`config.mk`:
```
export PLATFORM = sky130hd
export DESIGN_NAME = issue_ctrl
export DESIGN_NICKNAME = d
export VERILOG_FILES = /design/src/rtl/cpu_ctrl_pkg.sv /design/src/rtl/reg_scoreboard.sv /design/src/rtl/issue_ctrl.sv
export SDC_FILE = /design/constraint.sdc
export NUM_CORES = 1
export LEC_CHECK = 0
export ABC_CLOCK_PERIOD_IN_PS = 4200
export CORE_ASPECT_RATIO = 0.9
export CORE_MARGIN = 8
export CORE_UTILIZATION = 30
export CTS_BUF_LIST = sky130_fd_sc_hd__clkbuf_2
export CTS_CLUSTER_DIAMETER = 30
export DETAILED_ROUTE_END_ITERATION = 6
export PLACE_DENSITY = 0.62
export SYNTH_ARGS = -nofsm -noshare
export SYNTH_HDL_FRONTEND = slang
export SYNTH_SLANG_ARGS = --single-unit
```
`constraint.sdc`:
```
create_clock -name clk -period 4.2 [get_ports clk]
set_clock_uncertainty 0.15 [all_clocks]
set_input_delay 0.84 -clock clk [delete_from_list [all_inputs] [get_ports clk]]
set_output_delay 0.84 -clock clk [all_outputs]
set_load 0.02 [all_outputs]
```
`src/rtl/cpu_ctrl_pkg.sv`:
```
// Shared types for the CPU control path.
//   issue_state_t : issue FSM states (run / serializing op in flight / flush bubble)
//   stall_cause_t : reason the decoded instruction is not issuing this cycle
//   REG_IDX_W     : width of an architectural register index
package cpu_ctrl_pkg;

  localparam int REG_IDX_W = 5;

  typedef enum logic [1:0] {
    IS_RUN    = 2'd0,
    IS_SERIAL = 2'd1,
    IS_FLUSH  = 2'd2
  } issue_state_t;

  typedef enum logic [2:0] {
    SC_NONE   = 3'd0,
    SC_RAW    = 3'd1,
    SC_WAW    = 3'd2,
    SC_FULL   = 3'd3,
    SC_SERIAL = 3'd4,
    SC_FLUSH  = 3'd5,
    SC_DOWN   = 3'd6
  } stall_cause_t;

endpackage

```
`src/rtl/reg_scoreboard.sv`:
```
// Register scoreboard: one pending bit per architectural register.
//   clk, rst_n           : clock, asynchronous active-low reset
//   set_en / set_idx     : mark a register as having a write in flight
//   clr_en / clr_idx     : clear the mark when the writer retires
//   flush                : clear every mark (wins over set and clear)
//   rs1_idx / rs1_pend   : read port for source 1
//   rs2_idx / rs2_pend   : read port for source 2
//   rd_idx  / rd_pend    : lookup for the destination (WAW check)
//   pending              : all pending bits; bit 0 is hard-wired to 0
module reg_scoreboard
  import cpu_ctrl_pkg::*;
#(
  parameter int NUM_REGS = 32
) (
  input  logic                 clk,
  input  logic                 rst_n,
  input  logic                 set_en,
  input  logic [REG_IDX_W-1:0] set_idx,
  input  logic                 clr_en,
  input  logic [REG_IDX_W-1:0] clr_idx,
  input  logic                 flush,
  input  logic [REG_IDX_W-1:0] rs1_idx,
  input  logic [REG_IDX_W-1:0] rs2_idx,
  input  logic [REG_IDX_W-1:0] rd_idx,
  output logic                 rs1_pend,
  output logic                 rs2_pend,
  output logic                 rd_pend,
  output logic [NUM_REGS-1:0]  pending
);

  logic [NUM_REGS-1:0] pending_q;

  // x0 is never tracked
  assign pending_q[0] = 1'b0;

  genvar gi;
  generate
    for (gi = 1; gi < NUM_REGS; gi++) begin : g_bit
      // Set and clear never target the same bit in one cycle (WAW blocks it),
      // so their relative priority is irrelevant.
      always_ff @(posedge clk or negedge rst_n) begin
        if (!rst_n) begin
          pending_q[gi] <= 1'b0;
        end else if (flush) begin
          pending_q[gi] <= 1'b0;
        end else if (set_en && (set_idx == REG_IDX_W'(gi))) begin
          pending_q[gi] <= 1'b1;
        end else if (clr_en && (clr_idx == REG_IDX_W'(gi))) begin
          pending_q[gi] <= 1'b0;
        end
      end
    end
  endgenerate

  assign rs1_pend = pending_q[rs1_idx];
  assign rs2_pend = pending_q[rs2_idx];
  assign rd_pend  = pending_q[rd_idx];
  assign pending  = pending_q;

endmodule

```
`src/rtl/issue_ctrl.sv`:
```
// Issue controller between decode and execute.
//   clk, rst_n                    : clock, asynchronous active-low reset
//   dec_valid / dec_ready         : decoded instruction handshake (dec_ready = accepted)
//   dec_rd, dec_rd_en             : destination register and its write enable
//   dec_rs1/dec_r1_en, dec_rs2/dec_r2_en : source registers and read enables
//   dec_csrr_en, dec_serial       : serializing instruction classes
//   iss_valid / iss_ready         : zero-latency pass-through to execute
//   ret_valid, ret_rd_en, ret_rd  : one retirement per cycle
//   flush                         : kill everything in flight
//   pending                       : scoreboard bits
//   stall_cause                   : stall_cause_t of the presented instruction
//   protocol_err                  : sticky, retire seen with nothing in flight
module issue_ctrl
  import cpu_ctrl_pkg::*;
#(
  parameter int NUM_REGS     = 32,
  parameter int MAX_INFLIGHT = 4,
  parameter int CNT_W        = $clog2(MAX_INFLIGHT + 1)
) (
  input  logic                 clk,
  input  logic                 rst_n,
  input  logic                 dec_valid,
  output logic                 dec_ready,
  input  logic [REG_IDX_W-1:0] dec_rd,
  input  logic                 dec_rd_en,
  input  logic [REG_IDX_W-1:0] dec_rs1,
  input  logic                 dec_r1_en,
  input  logic [REG_IDX_W-1:0] dec_rs2,
  input  logic                 dec_r2_en,
  input  logic                 dec_csrr_en,
  input  logic                 dec_serial,
  output logic                 iss_valid,
  input  logic                 iss_ready,
  input  logic                 ret_valid,
  input  logic                 ret_rd_en,
  input  logic [REG_IDX_W-1:0] ret_rd,
  input  logic                 flush,
  output logic [NUM_REGS-1:0]  pending,
  output logic [2:0]           stall_cause,
  output logic                 protocol_err
);

  issue_state_t     state_q, state_d;
  logic [CNT_W-1:0] inflight_q, inflight_d;
  logic             perr_q, perr_d;

  logic rs1_pend, rs2_pend, rd_pend;
  logic raw, waw, full, ser_op, ser_block, go, fire;
  logic ret_ok, ret_at_zero, sb_set, sb_clr;
  stall_cause_t cause;

  // Hazard terms use registered state only: a retire in this cycle does not
  // unblock a reader until the next cycle.
  assign raw = (dec_r1_en && (dec_rs1 != '0) && rs1_pend) ||
               (dec_r2_en && (dec_rs2 != '0) && rs2_pend);
  assign waw = dec_rd_en && (dec_rd != '0) && rd_pend;
  assign full      = (inflight_q == CNT_W'(MAX_INFLIGHT));
  assign ser_op    = dec_csrr_en || dec_serial;
  assign ser_block = ser_op && (inflight_q != '0);

  assign go        = (state_q == IS_RUN) && !flush && !raw && !waw && !full && !ser_block;
  assign iss_valid = dec_valid && go;
  assign dec_ready = go && iss_ready;
  assign fire      = dec_valid && dec_ready;

  // A retire with nothing in flight is a protocol violation: counted as an
  // error and otherwise ignored by the counter. Flush discards retires.
  assign ret_ok      = ret_valid && !flush && (inflight_q != '0);
  assign ret_at_zero = ret_valid && !flush && (inflight_q == '0);

  assign sb_set = fire && dec_rd_en && (dec_rd != '0);
  assign sb_clr = ret_valid && ret_rd_en && (ret_rd != '0);

  reg_scoreboard #(
    .NUM_REGS(NUM_REGS)
  ) u_sb (
    .clk      (clk),
    .rst_n    (rst_n),
    .set_en   (sb_set),
    .set_idx  (dec_rd),
    .clr_en   (sb_clr),
    .clr_idx  (ret_rd),
    .flush    (flush),
    .rs1_idx  (dec_rs1),
    .rs2_idx  (dec_rs2),
    .rd_idx   (dec_rd),
    .rs1_pend (rs1_pend),
    .rs2_pend (rs2_pend),
    .rd_pend  (rd_pend),
    .pending  (pending)
  );

  // In-flight counter and sticky error
  always_comb begin
    inflight_d = inflight_q;
    perr_d     = perr_q || ret_at_zero;
    if (flush) begin
      inflight_d = '0;
    end else if (fire && !ret_ok) begin
      inflight_d = inflight_q + CNT_W'(1);
    end else if (!fire && ret_ok) begin
      inflight_d = inflight_q - CNT_W'(1);
    end
  end

  // Issue FSM next state
  always_comb begin
    state_d = state_q;
    if (flush) begin
      state_d = IS_FLUSH;
    end else begin
      unique case (state_q)
        IS_RUN:    if (fire && ser_op) state_d = IS_SERIAL;
        IS_SERIAL: if (inflight_d == '0) state_d = IS_RUN;
        IS_FLUSH:  state_d = IS_RUN;
        default:   state_d = IS_RUN;
      endcase
    end
  end

  always_ff @(posedge clk or negedge rst_n) begin
    if (!rst_n) begin
      state_q    <= IS_FLUSH;
      inflight_q <= '0;
      perr_q     <= 1'b0;
    end else begin
      state_q    <= state_d;
      inflight_q <= inflight_d;
      perr_q     <= perr_d;
    end
  end

  // Stall reason, prioritised; only meaningful while an instruction is offered
  always_comb begin
    cause = SC_NONE;
    if (dec_valid) begin
      if (flush || (state_q == IS_FLUSH))              cause = SC_FLUSH;
      else if ((state_q == IS_SERIAL) || ser_block)    cause = SC_SERIAL;
      else if (raw)                                    cause = SC_RAW;
      else if (waw)                                    cause = SC_WAW;
      else if (full)                                   cause = SC_FULL;
      else if (!iss_ready)                             cause = SC_DOWN;
      else                                             cause = SC_NONE;
    end
  end

  assign stall_cause  = cause;
  assign protocol_err = perr_q;

endmodule

```
==> results.yml <==
outcome:
  status: "finished clean"
clock_network:
  insertion_delay_ns: 0.40
  cts_buffer_depth: 2
  h-tree-depth: 2
  cts_inserted_buffers: 5
  root_buffer: "clkbuf_2"
  cts_sinks: 37
  cts_tree: "done"
  cts.clk_slew.worst_paths_ns: 0.20
  cts_hold_buf: 0
logic_synthesis:
  synth_xor_area_share_pct: 1.49
  synth_nets: 350
  syn_avg_cell_area_um2: 9.36
  synth_cell_type_count: 58
  muxShareOfSynthArea_pct: 20.2
  synthFlopType: "dfrtp_1"
  ys_seq_elements: 37
  synth_compound_area_share_pct: 19.0
  syn_inst: 315
  synth_top_family_by_area: "simple AND/OR/NAND/NOR gates"
  synth_area_leaders: "dfrtp_1, mux4_2, o21ai_0"
  seq_area_frac_synth_pct: 31.5
  synth_area_um2: 2950
  async_flop_share_pct: 100
  yosys.area.top_type_share_pct: 30.6
  yosysTopAreaCell: "dfrtp_1"
  synth_edf_count: 0
  ys_warn_count: 0
  synth_fa_ha_area_share_pct: 1.61
  synth-simple-area-share_pct: 21.1
job:
  maxCapViolCount: 0
setup_path:
  setup.worst_path.start_class: "input pin"
  arrival_ns: 3.12
  critPathMaxFanout: 3
  cpMaxStageDelayCell: "clkdlybuf4s50_1"
  path_class: "in2out"
  r2r_slack_ns: 0.95
  path_cells: "clkdlybuf4s50_1 > mux4_2 > mux2_2 > o22a_1 > o211ai_4 > a31oi_1 > maj3_2 > o21a_1 > buf_6"
  end_kind: "primary output"
  max_stage_delay_ns: 0.53
  endpoint: "stall_cause[0]"
  regToRegEndpoint: "u_sb.pending[17]"
  reg2reg_from: "u_sb.pending[29]"
  worstPathRequired_ns: 3.21
  worstRegToRegCells: 10
  worstSetupStartpoint: "dec_rs1[2]"
drt:
  drtIter0Drc: 296
  firstDrtPassIters: 4
  drtAntennaViolNets: 0
  via_per_inst: 5.64
  drt_wl_total_um: 10500
  wl_per_cell_um: 19.6
  drc: 0
  via_count: 3020
global_route:
  grt_pass1_wl_um: 16500
  use_met3_pct: 4.89
  busiest_layer: "met2"
  grt.total_usage_pct: 15.9
  grt_overflow_total: 0
  grt_max_degree: 38
  met2_usage_pct: 25.4
  antenna_found_initial: 0
  use_met1_pct: 19.7
  grt_pass1_vias: 3202
sta:
  timing.final.crit_share_pct: 98.0
  tns_ns: 0
  fin_crit_ns: 4.11
  slew_headroom_pct: 45.7
  tightest_slew_ns: 0.813
  setup_viol: 0
  hold_viol_final: 0
  rsz0062_at_grt: "no"
  slew_violations: 0
  max_freq_mhz: 243
layout:
  layout_commonest_cell: "clkdlybuf4s50_1"
  fin_area_um2: 4110
  antenna_cells: 0
  n_fill_cell: 958
  fin_nets: 443
  layout_common_cells: "clkdlybuf4s50_1, buf_4, dfrtp_1"
  syn_to_final_growth_pct: 39.5
  drive_above_1_share_pct: 23.2
floorplan:
  die_h_um: 110
  fp.dieW_um: 120
  io_pins: 70
  die_area_um2: 13300
  initial_core_util_pct: 30.7
  coreArea_um2: 9610
  num_rows: 34
place:
  dp_hpwl_um: 8010
  port-buffer-count: 68
  dpl_cell_area_um2: 3980
  place.gp.congestion: 0.903
worst_hold_path:
  hp-class: "reg2reg"
power_and_ir_drop:
  powerDensity_nw_per_um2: 208
  peakVddDrop_uv: 126
  p_leak_uw: 0.00161
layout make-up:
| class | instances | area [um^2] | area share, % |
|---|---|---|---|
| Inverter | 11 | 41.3 | 1.00 |
| Clock inverter | 3 | 65.1 | 1.58 |
| Timing Repair Buffer | 107 | 991 | 24.1 |
| Multi-Input combinational cell | 246 | 1900 | 46.3 |
| Tap cell | 126 | 158 | 3.83 |
| Sequential cell | 37 | 927 | 22.6 |
| Clock buffer | 5 | 25.0 | 0.609 |
synth_stat cells (all sizes together), types with 7 or more instances:
| cell type | instances |
|---|---|
| clkbuf | 9 |
| nor2 | 17 |
| nand2 | 34 |
| o211ai | 7 |
| nor2b | 13 |
| inv | 11 |
| o21ai | 34 |
| dfrtp | 36 |
| nand3 | 21 |
| a21oi | 29 |
| mux4 | 19 |
| mux2i | 11 |
| buf | 12 |
registers in the layout (all words and copies together), names as in the netlist:
| signal | cells |
|---|---|
| u_sb.pending | 31 |
| state_q | 2 |
| protocol_err | 1 |
| inflight_q | 3 |
how the worst min path moves through the flow:
stage                     slack [ns]    startpoint             to  cells past startpoint
after floorplan                 0.39         rst_n  inflight_q[0]                      0
final                           0.37  protocol_err   protocol_err                      1
after detailed placement        0.32  protocol_err   protocol_err                      1
after global placement          0.31  protocol_err   protocol_err                      1
after global routing            0.40  protocol_err   protocol_err                      1
after CTS                       0.37  protocol_err   protocol_err                      1
cells by family after synthesis:
logic type | count (synthesis)
xor+xnor | 5
compound gates | 90
flops | 37
simple gates | 111
fa+ha+maj | 4
mux | 35
other cells | 1
buf+inv | 32
repair_timing:
| action | CTS | global route |
|---|---|---|
| pin swaps | 3 | 5 |
| endpoints found under the setup margin | 5 | 4 |
| buffers inserted | 1 | 1 |
| gates cloned | 0 | 0 |
| resized for setup | 32 | 9 |
power by group:
| group | internal [uW] | switching, uW | leakage [uW] |
|---|---|---|---|
| clock network | 159 | 127 | 0.0000529 |
| registers | 360 | 3.89 | 0.000508 |
| logic | 95.1 | 109 | 0.00105 |
critical path: cells and delay by family:
family | cells | cell delay (ns)
AO/OA/AOI/OAI | 4 | 0.71
buffers and inverters | 2 | 0.66
multiplexers | 2 | 0.61
adder cells (fa/ha/maj) | 1 | 0.31
metal layers:
metal  routed length [um]  vias to the layer above  share of wire (%)
li1                     -                     1365                  -
met1                 4330                     1474                 41
met2                 4750                      157                 45
met3                 1120                       24                 11
met4                  292                        0                2.8
met5                    0                        -                  0
metrics by stage:
stage               std cells  hold slack, ns  util, %  setup WS (ns)  total power (uW)
floorplan                 315           0.394        -          0.349               470
global placement          525           0.315     41.4         -0.617               566
detailed placement        525           0.320     41.4         -0.718               569
CTS                       534           0.371     42.5        0.00230               857
global route              535           0.404     42.8        0.00174               897
finish                    535           0.365     42.8         0.0853               854
Note: power is estimated with default switching activity, not from simulation.
==> patch 1 (config.mk and constraints unchanged) <==
Set the parameter `MAX_INFLIGHT` to 8 (it was 4).
--- a/src/rtl/issue_ctrl.sv
+++ b/src/rtl/issue_ctrl.sv
@@ -16,3 +16,3 @@
   parameter int NUM_REGS     = 32,
-  parameter int MAX_INFLIGHT = 4,
+  parameter int MAX_INFLIGHT = 8,
   parameter int CNT_W        = $clog2(MAX_INFLIGHT + 1)
Function: changed (Yosys sat finds a counterexample within 10 cycles, from zero or initial values and one cycle with rst_n low).
==> patch 1 against the unedited design <==
Wire length grew 4.4%; final area grew 3.0%; fmax rose by 0.57%; via count up 6.8%; combinational power is 36% higher; count of clock-buffer cells in the layout grew 1; synthesized area rose by 2.3%; sequential cell count rose by 1; total power fell by 3.1%; setup slack improved by 0.023 ns; synthesized cell count increased by 8.3%; clock power shrank 43%; sequential power grew 6.6%; final cell count grew 7.7%; critical endpoint unchanged; largest cell class unchanged.
==> patch 1: results (changes against the unedited design) <==
Yosys
  – Top cell type's share of synthesized area: 30.7% (+0.13 points)
  – Synth Net Count: 375 (+7.1%)
  – Most frequent cells after synthesis: dfrtp_1 (37), nor2_1 (37), o21ai_0 (36)
  – Sequential area share after synthesis: 31.6% (+0.11 points)
  – Mapped Avg Cell Area: 8.85 um2 (-5.5%)

Global route
  – Vias in the first global route: 3276 (+2.3%)
  – Met2 GRT Util: 26.0% (+0.63 points)
  – GRT Total Usage: 16.7% (+0.77 points)
  – Met1 usage: 21.6% (+1.9 points)
  – First-pass GRT wire length: 18.1 mm (+9.3%)

Pwr
  – Flop pwr share: 46.9% (+4.3 points)
  – Clock group share of total power: 19.6% (-14 points)
  – Int Pwr: 0.000546 W (-11%)

Critical path
  – R2r endpoint: u_sb.pending[9]$_DFFE_PN0P_
  – Worst R2R Start: u_sb.pending[23]$_DFFE_PN0P_
  – Crit-path max FO: 9 (+6)
  – CP Data Arrival Time: 3.10 ns (-0.02 ns)
  – Max incr delay on CP: 0.46 ns (-0.07 ns)
  – Reg2Reg Depth: 11 (+1)
  – Worst setup path startpoint: dec_rd[3]

Placed design
  – Placement Cell Area: 0.00414 mm2 (+3.9%)
  – GPL Wtd Cong: 0.919 (+1.7%)
  – Worst slack at placement: -0.700 ns (+0.0177 ns)

Drt
  – Vias/cell: 5.60 (-0.84%)
  – Vias: 3224 (+6.8%)

Status
  – Status: complete, no violations

Timing
  – Worst hold margin: 0.338 ns (-0.0274 ns)
patch 1: what timing repair did:
action	4_1_cts	5_1_grt
pin swaps	6	2
resized for setup	31	4
setup buffers	3	0
setup endpoints to repair	5	4
gates cloned	2	0
hold buffers	0	0
patch 1: kinds of logic after synthesis:
logic type | count (synthesis) | share of synthesized area, %
other | 1 | 0.124
buffers and inverters | 30 | 4.36
muxes | 32 | 18.4
DFF | 38 | 31.6
and+or+nand+nor | 132 | 22.2
AOI/OAI and AO/OA | 100 | 20.7
adders and majority gates | 3 | 1.16
xor gates and xnor gates | 5 | 1.45
patch 1: area by class of cell:
class	count	area [um2]
fill	971	5510
timing repair buffer	123	1100
inverter	8	30.0
tap	126	158
clock buffer	6	30.0
multi-input combinational	273	1950
clock inverter	2	8.76
sequential	38	952
patch 1: metal layers:
metal  wire length [um]  share of wire [%]  vias up
met1               4650                 42     1560
met3               1030                9.4       23
li1                   -                  -     1485
met5                  0                  0        -
met2               5010                 46      156
met4                266                2.4        0
==> patch 2 (same flow settings) <==
Made on the original files. Make the reset (`rst_n`) synchronous in 2 clocked blocks. Comments in the files are not updated.
--- a/src/rtl/reg_scoreboard.sv
+++ b/src/rtl/reg_scoreboard.sv
@@ -40,3 +40,3 @@
       // so their relative priority is irrelevant.
-      always_ff @(posedge clk or negedge rst_n) begin
+      always_ff @(posedge clk) begin
         if (!rst_n) begin
--- a/src/rtl/issue_ctrl.sv
+++ b/src/rtl/issue_ctrl.sv
@@ -120,3 +120,3 @@
 
-  always_ff @(posedge clk or negedge rst_n) begin
+  always_ff @(posedge clk) begin
     if (!rst_n) begin
Behaviour: differs if rst_n is asserted again (counterexample within 4 cycles, from zero or initial values and one cycle with rst_n low); with rst_n held inactive, the same outputs for 4 cycles.
==> patch 2 against the unedited design <==
Setup slack got worse by 0.059 ns; wire length fell by 1.4%; via count rose by 1.2%; die area fell by 5.5%; global-route usage rose by 0.61 points; sequential cell count did not move; synthesized area fell by 6.4%; total power fell by 3.7%; sequential share of layout area fell by 4.1 points; register-to-register slack improved by 0.10 ns; clock power barely moved; sequential power fell by 2%; critical path depth rose by 2; final area fell by 2.5%.
==> patch 2: results (changes against the unedited design) <==
Placed design
  – GPL Wtd Cong: 0.869 (-3.8%)
  – Placement Cell Area: 0.00383 mm2 (-3.7%)
  – Worst slack at placement: -0.794 ns (-0.0766 ns)
  – Post-DP HPWL: 8.03 mm (+0.26%)

Status
  – Status: complete, no violations

Final layout
  – # nets final: 462 (+4.3%)
  – Fraction of layout cells with a size suffix above 1: 28.7% (+5.5 points)

Clocking
  – Reg clk slew, reported paths: 0.18 ns (-0.02 ns)
  – Clock root buffer master: clkbuf_2
  – H-tree depth: 2 (unchanged)

Drt
  – M1 WL: 4.46 mm (+2.8%)
  – Met3 WL post-DR: 987 um (-12%)
  – Vias: 3057 (+1.2%)
  – Wire per inst: 18.8 um (-4.1%)
  – Met2 wire length: 4.77 mm (+0.27%)
  – Iteration-0 DRC Markers: 214 (-28%)

Worst hold path
  – Hold wc startpoint: protocol_err$_SDFF_PN0_
  – Hold Path Class: flip-flop to flip-flop
  – Worst hold path endpoint: protocol_err$_SDFF_PN0_

Critical path
  – Max incr delay on CP: 0.49 ns (-0.04 ns)
  – Critical path's slowest cell: mux4_2
  – Reg-to-reg setup timing slack: 1.05 ns (+0.10 ns)
  – Reg2Reg Depth: 11 (+1)
  – CP Data Arrival Time: 3.18 ns (+0.06 ns)
  – R2r endpoint: state_q[0]$_SDFFE_PP0P_
  – Worst R2R Start: u_sb.pending[31]$_SDFFE_PP0P_

Timing
  – Slew headroom: 55.3% (+9.6 points)

Yosys
  – Most used DFF post-synth: dfxtp_1
  – Synth top area cells: dfxtp_1 (27%), mux4_2 (12%), o21ai_0 (7.1%), a21oi_1 (6.3%), mux2_2 (4.5%)
  – Most frequent cells after synthesis: o21ai_0 (39), dfxtp_1 (37), a21oi_1 (35)
  – Synth Net Count: 356 (+1.7%)
  – Share of flip-flops with an asynchronous set or reset: 0% (-100 points)
  – Sequential area share after synthesis: 26.8% (-4.6 points)
  – Distinct cells, synth: 60 (+3.4%)

Pwr
  – VDD IR max: 0.118 mV (-6.2%)
  – Static Leak: 1.44 nW (-11%)

Global route
  – GRT Total Usage: 16.5% (+0.61 points)
  – Largest net degree at the start of global routing: 37 (-2.6%)
  – Vias in the first global route: 3053 (-4.7%)
  – First-pass GRT wire length: 16.2 mm (-1.7%)
## patch 2: changes by cell type after synthesis, sizes merged, moves of 6 or more
cell and change:
nand2 -7, nand2b +6, o21ai +6, dfrtp -36, a21oi +6, dfxtp +37, mux2 +7
## patch 2: how the worst max path moves through the flow
stage / start / to / slack (ns) / cells after the start
2_1_floorplan: dec_rs2[1] / stall_cause[0] / 0.30 / 10
3_3_place_gp: dec_rs2[0] / stall_cause[0] / -0.73 / 12
3_5_place_dp: dec_rs2[0] / stall_cause[0] / -0.79 / 12
4_1_cts: dec_rs2[1] / stall_cause[0] / 0.04 / 12
5_1_grt: dec_rs1[0] / stall_cause[0] / -0.04 / 11
6_report: dec_rs1[0] / stall_cause[0] / 0.03 / 11
## patch 2: cell families (layout without fill, tap and decap cells)
group	Yosys count	count (layout)	synth area share, %
compound gates	101	101	22.2
buf+inv	28	135	4.99
flops	37	37	26.8
mux	33	33	19.3
simple gates	111	111	22.8
fa+ha+maj	6	6	2.49
other cells	1	1	0.136
xor+xnor	4	4	1.27
## patch 2: cell type report
class	count	area, um2
clock buffers	5	25.0
well taps	122	153
clock inverters	3	65.1
inverters	6	22.5
flip-flops and latches	37	741
fillers	902	5030
repair buffers	121	1050
multi-input cells	256	1950
## patch 2: stage by stage
stage	hold WS [ns]	util (%)	total power, W	cells
after global placement	0.301	42.4	0.000528	536
after detailed placement	0.315	42.4	0.000529	536
after CTS	0.365	44.1	0.000822	549
after floorplan	0.321	-	0.000442	321
final	0.353	44.3	0.000822	550
after global routing	0.396	44.3	0.000854	550
## patch 2: routing by layer
layer | up-vias | track usage [%]
met5 | - | 0
met4 | 0 | 4.02
met3 | 17 | 3.88
met2 | 155 | 26.0
met1 | 1471 | 22.2
li1 | 1414 | -
## patch 2: what timing repair did
item / CTS / global route
resized for setup: 47 / 18
gates cloned: 2 / 0
setup buffers: 3 / 1
endpoints found under the setup margin: 5 / 5
pin swaps: 7 / 8
## patch 2: report_power, final
group	total, W	internal (W)	leakage [nW]	switching, W
sequential	0.000355	0.000353	0.298	0.00000135
combinational	0.000181	0.0000885	1.08	0.0000925
clock	0.000287	0.000159	0.0529	0.000127
total	0.000822	0.000601	1.44	0.000221
